<file path="config.mk">
export PLATFORM = sky130hd
export DESIGN_NAME = xor_stream_checksum
export DESIGN_NICKNAME = d
export VERILOG_FILES = /design/src/rtl/xor_stream_checksum.sv
export SDC_FILE = /design/constraint.sdc
export NUM_CORES = 1
export LEC_CHECK = 0
export ABC_AREA = 0
export BUFFER_PORTS_ARGS = -buffer_cell sky130_fd_sc_hd__buf_4
export CAP_MARGIN = 15
export CORE_MARGIN = 1
export CORE_UTILIZATION = 58
export DETAILED_ROUTE_END_ITERATION = 8
export GPL_ROUTABILITY_DRIVEN = 0
export HOLD_SLACK_MARGIN = 0.08
export PLACE_DENSITY = 0.81
export SYNTH_ARGS = -nofsm -noshare
export SYNTH_HDL_FRONTEND = slang
export SYNTH_SLANG_ARGS = --single-unit
export TNS_END_PERCENT = 1
</file>
<file path="constraint.sdc">
create_clock -name clk -period 2.7 [get_ports clk]
set_input_delay 0.81 -clock clk [delete_from_list [all_inputs] [get_ports clk]]
set_output_delay 0.81 -clock clk [all_outputs]
set_load 0.01 [all_outputs]
</file>
<file path="src/rtl/xor_stream_checksum.sv">
// Streaming XOR checksum: folds a frame of words into a running XOR, then
// presents sum/parity/error/overflow/length until the consumer takes it.
module xor_stream_checksum #(
  parameter  int WIDTH   = 8,
  parameter  int MAX_LEN = 16,
  localparam int CW      = $clog2(MAX_LEN + 1)
) (
  input  logic             clk,
  input  logic             rst,
  input  logic             mode,
  input  logic             in_valid,
  output logic             in_ready,
  input  logic [WIDTH-1:0] in_data,
  input  logic             in_last,
  output logic             out_valid,
  input  logic             out_ready,
  output logic [WIDTH-1:0] out_sum,
  output logic             out_parity,
  output logic             out_err,
  output logic             out_ovf,
  output logic [CW-1:0]    out_len
);

  typedef enum logic {ACCUM = 1'b0, HOLD = 1'b1} state_t;

  typedef struct packed {
    logic [WIDTH-1:0] sum;
    logic             parity;
    logic             err;
    logic             ovf;
    logic [CW-1:0]    len;
  } res_t;

  localparam logic [CW-1:0] MAX_CNT = CW'(MAX_LEN);

  state_t           state_q, state_d;
  logic [WIDTH-1:0] acc_q, acc_d;
  logic [CW-1:0]    count_q, count_d;
  logic             mode_q, mode_d;
  res_t             res_q, res_d;

  logic [WIDTH-1:0] acc_nxt;
  logic [CW-1:0]    count_inc;
  logic             frame_mode;

  assign acc_nxt    = acc_q ^ in_data;
  assign count_inc  = count_q + CW'(1);
  // The first beat's mode governs the frame, even when it also closes it.
  assign frame_mode = (count_q == '0) ? mode : mode_q;

  always_comb begin
    state_d = state_q;
    acc_d   = acc_q;
    count_d = count_q;
    mode_d  = mode_q;
    res_d   = res_q;
    unique case (state_q)
      ACCUM: begin
        if (in_valid) begin
          mode_d = frame_mode;
          if (in_last || count_inc == MAX_CNT) begin
            res_d.sum    = acc_nxt;
            res_d.parity = ^acc_nxt;
            res_d.err    = frame_mode & (|acc_nxt);
            res_d.ovf    = ~in_last;
            res_d.len    = count_inc;
            acc_d        = '0;
            count_d      = '0;
            state_d      = HOLD;
          end else begin
            acc_d   = acc_nxt;
            count_d = count_inc;
          end
        end
      end
      HOLD: begin
        if (out_ready) state_d = ACCUM;
      end
      default: state_d = ACCUM;
    endcase
  end

  always_ff @(posedge clk) begin
    if (rst) begin
      state_q <= ACCUM;
      acc_q   <= '0;
      count_q <= '0;
      mode_q  <= 1'b0;
      res_q   <= '0;
    end else begin
      state_q <= state_d;
      acc_q   <= acc_d;
      count_q <= count_d;
      mode_q  <= mode_d;
      res_q   <= res_d;
    end
  end

  assign in_ready   = (state_q == ACCUM);
  assign out_valid  = (state_q == HOLD);
  assign out_sum    = res_q.sum;
  assign out_parity = res_q.parity;
  assign out_err    = res_q.err;
  assign out_ovf    = res_q.ovf;
  assign out_len    = res_q.len;

endmodule

</file>
# Word-level counts from Yosys, hierarchy flattened
# Index checks and enable logic that the tools add are counted.
[op_classes]
shift = 0
multipliers = 0
mux = 7
n_eq_ne = 1
order_cmp = 0
n_bitwise = 4
reduce_logical = 6
div = 0
n_addsub = 1
[ops]
columns = ["op", "count"]
rows = [
  ["2-to-1 mux 8 bit", 1],
  ["OR reduction 8 bit", 1],
  ["parity 8 bit", 1],
  ["bitwise XOR 8 bit", 1],
  ["adder 5 x 1 -> 5 bit (second input constant)", 1],
  ["== test 5 bit (second input constant)", 1],
  ["logical NOT 5 bit", 1],
  ["2-to-1 mux 5 bit", 1],
  ["2-to-1 mux 1 bit", 4],
  ["AND reduction 3 bit", 1],
  ["NOT 1 bit", 2],
  ["one-hot mux 1 bit (2 select lines)", 1],
  ["AND reduction 2 bit", 1],
  ["bitwise AND 1 bit", 1],
  ["logical OR 1 bit", 1],
]
[totals]
reg_bits = 31
mem_count = 0
rom_bits = 0
mem_bits_rw = 0
output_inout_bits = 18
latchBits = 0

# Depth between registers and ports, before layout
[depth]
depth_word = 6
depth_mapped = 7
depth_no_buf = 6

# Worst setup path before layout
# No wires, ideal clock.
[synth_path]
path_type = "in2reg"
from = "input port in_valid"
to = "register res_q (netlist bit out_err)"
path_buffers = 2
path_stages = 6
arrival_time_ns = 1.955
setup_slack_ns = 0.624
required_ns = 2.579
setup_ns = 0.121
cell_sequence = "nor2b_1 > and2_1 > clkbuf_1 > a21o_1 > buf_6 > mux2_2"
[synth_between]
elab_chain_cells = 1
[synth_rtl]
columns = ["item", "line", "source"]
rows = [
  ["start, declared", "11", "input logic in_valid,"],
  ["AND reduction 3 bit (no source line)", "--", ""],
  ["end signal, assigned", "95", "res_q <= res_d;"],
  ["end, declared", "40", "res_t res_q, res_d;"],
]
# Every way passes these cells.
# A chain may end at the register's enable or synchronous reset.

# Final worst setup path
[layout_path]
from = "register count_q[3]"
to = "register res_q (netlist bit out_sum[7])"
[layout_between]
elab_chain_cells = 4
[layout_rtl]
columns = ["item", "line", "source"]
rows = [
  ["start, declared", "38", "logic [CW-1:0] count_q, count_d;"],
  ["start signal, assigned", "93", "count_q <= count_d;"],
  ["adder 5 x 1 -> 5 bit", "47", "assign count_inc = count_q + CW'(1);"],
  ["== test 5 bit", "61", "if (in_last || count_inc == MAX_CNT) begin"],
  ["logical OR 1 bit", "61", ""],
  ["AND reduction 3 bit (no source line)", "--", ""],
]
# Every way passes these cells.

==> results.json <==
{
  "clock_path_buffers": 2,
  "gr-usage-met3_pct": 9.322,
  "path_cells": "nor2b_1 -> a32o_1 -> a21o_1 -> buf_4 -> a211oi_1",
  "met2_usage_pct": 44.65,
  "vdd_drop_max_v": 0.0004572,
  "grt_max_degree": 34,
  "min_path_type": "flop to flop",
  "pre_cts_ws_ns": 0.4767,
  "start_util_pct": 62.21,
  "vias": 1259,
  "io_buffers": 31,
  "rsz0062_at_grt": "no",
  "die_w_um": 53.78,
  "dieArea_um2": 2892,
  "root_buffer": "clkbuf_4",
  "synth_area_per_cell_um2": 9.720,
  "busiest_layer": "met2",
  "cp_slowest_stage_delay_ns": 0.60,
  "synth_seq_cells": 31,
  "vias_per_cell": 5.671,
  "startpoint_type": "flop",
  "end_kind": "flop",
  "numCtsBuffers": 5,
  "clk_pin_slew_worst_paths_ns": 0.09,
  "drcViolationCount": 0,
  "final_nets": 211,
  "holdBufCountCts": 0,
  "die_y_um": 53.78,
  "grt_pass1_wl_um": 5250,
  "ys_types": 27,
  "clock_sinks": 31,
  "crit_type": "flop to flop",
  "whs_path_depth": 2,
  "layout_commonest_cell": "buf_4",
  "io_pins": 32,
  "fin_crit_ns": 2.077,
  "leakagePower_nw": 0.7403,
  "hpwl_um": 2318,
  "syn_area_um2": 1555,
  "rr_worst_depth": 5,
  "period_share_pct": 76.94,
  "antenna_found_initial": 0,
  "post_cts_buffers": 0,
  "fmax_mhz": 481.4,
  "worstPathArrival_ns": 2.29,
  "drtIter0Drc": 21,
  "maxSlewViolCount": 0,
  "grt_overflow": 0,
  "p_per_area_nw_per_um2": 530.1,
  "multi_input_area_um2": 835.8,
  "drt-pass1-iter-count": 4,
  "crit_required_ns": 2.91,
  "regArea_um2": 620.6,
  "grt_usage_pct": 25.80,
  "fillers": 196,
  "status": "completed",
  "crit_slowest_cell": "a32o_1",
  "setup_slack_ns": 0.6226,
  "n_antenna_cell": 0,
  "area_growth_pct": 18.34,
  "cts_tree": "yes",
  "seq_area_frac_synth_pct": 39.90,
  "syn-num-nets": 180,
  "ant_nets": 0,
  "clock_skew_ns": 0.004707,
  "layout_common_cells": "38 x buf_4, 31 x dfxtp_1, 20 x a211oi_1, 13 x nor3_1",
  "dp_cells": 214,
  "drive_gt1_share_pct": 27.60,
  "synthCells": 160,
  "grt_pass1_vias": 1181,
  "ys_warn_count": 0,
  "max_cap_violations": 0,
  "fin_setup_tns_ns": 0,
  "wl_per_cell_um": 14.49,
  "setup_viol": 0,
  "gr-usage-met1_pct": 29.76,
  "rows": 18,
  "hold_viol_final": 0,
  "ctsResizeCount": 0,
  "htree_num_levels": 2,
  "tightest_slew_ns": 0.6627,
  "relSlewSlack_pct": 55.82,
  "routed_wl_um": 3216,
  "path_max_fanout": 17,
  "core-area_um2": 2500,
  "final_cells": 222,
  "clkLatencyLatePin_ns": 0.33
}
[worst paths after layout]
kind                                 start         end  slack (ns)
worst max-delay path            count_q[3]  out_sum[7]        0.62
worst min-delay path            out_len[1]  out_len[1]        0.49
worst max register to register  count_q[3]  out_sum[7]        0.62
worst min register to register  out_len[1]  out_len[1]        0.49
[final cells by class]
| cell class | count | share of cell area, % |
|---|---|---|
| repair buffers | 38 | 15.50 |
| well taps | 30 | 2.039 |
| clock buffers | 7 | 2.447 |
| multi-input cells | 112 | 45.41 |
| inverters | 3 | 0.6118 |
| clock inverters | 1 | 0.2719 |
| flip-flops and latches | 31 | 33.72 |
[layer usage]
layer / routed length (µm) / share of wire (%)
met5: 0 / 0
met4: 25 / 0.78
met3: 149 / 4.6
met2: 1594 / 50
met1: 1446 / 45
[critical path: cells and delay by family, from the launching register on]
kind | cells | cell delay (ns)
AND/OR/NAND/NOR | 1 | 0.16
buffers and inverters | 1 | 0.26
AO/OA/AOI/OAI | 3 | 1.09
flip-flops | 1 | 0.44
[flip-flops by register name (all words and copies together) (netlist names), 5 cells and up]
register	count
acc_q	8
out_sum	8
out_len	5
count_q	5
[cells in the mapped netlist]
library cell,number,area [µm²]
nor3_1,13,65.06
and3_1,1,6.260
dfxtp_1,31,620.6
and2_1,1,6.260
a21oi_1,7,35.03
clkbuf_1,5,18.77
buf_1,1,3.750
nor4b_1,2,17.52
o21ai_0,1,5.000
a211oi_2,8,100.1
xnor2_1,12,105.1
xor2_1,12,105.1
nand2b_1,4,25.02
nand2_1,8,30.03
buf_6,4,45.04
mux2i_1,2,20.02
ha_1,6,75.07
mux2_2,1,11.26
inv_1,3,11.26
buf_2,4,20.02
a32o_1,1,10.01
nor2_1,6,22.52
a41o_1,1,10.01
a21o_1,1,7.510
nand3_1,2,10.01
nor2b_1,3,18.77
a211oi_1,20,150.1
[stage by stage]
stage                     util [%]  instance area, µm²  total power [mW]  hold slack [ns]
after floorplan                  -                1555            0.6567           0.4775
after global placement       71.62                1790            0.7216           0.4625
after detailed placement     71.62                1790            0.7281           0.4791
after CTS                    73.62                1841            0.9798           0.4925
after global routing         73.62                1841             1.028           0.5200
final                        73.62                1841            0.9757           0.4864
[cell families (layout without fill, tap and decap cells)]
logic type	Yosys count	count (layout)	share of synthesized area (%)
simple gates	40	40	12.95
buf+inv	17	49	6.355
fa+ha+maj	6	6	4.827
mux	3	3	2.011
xor+xnor	24	24	13.52
compound gates	39	39	20.43
flops	31	31	39.90
[where the power goes]
group	internal [mW]	total [mW]	leakage, nW	switching [mW]
combinational	0.106	0.214	0.457	0.108
sequential	0.485	0.505	0.254	0.0195
clock	0.101	0.257	0.0293	0.156
(Power assumes the default switching activity.)
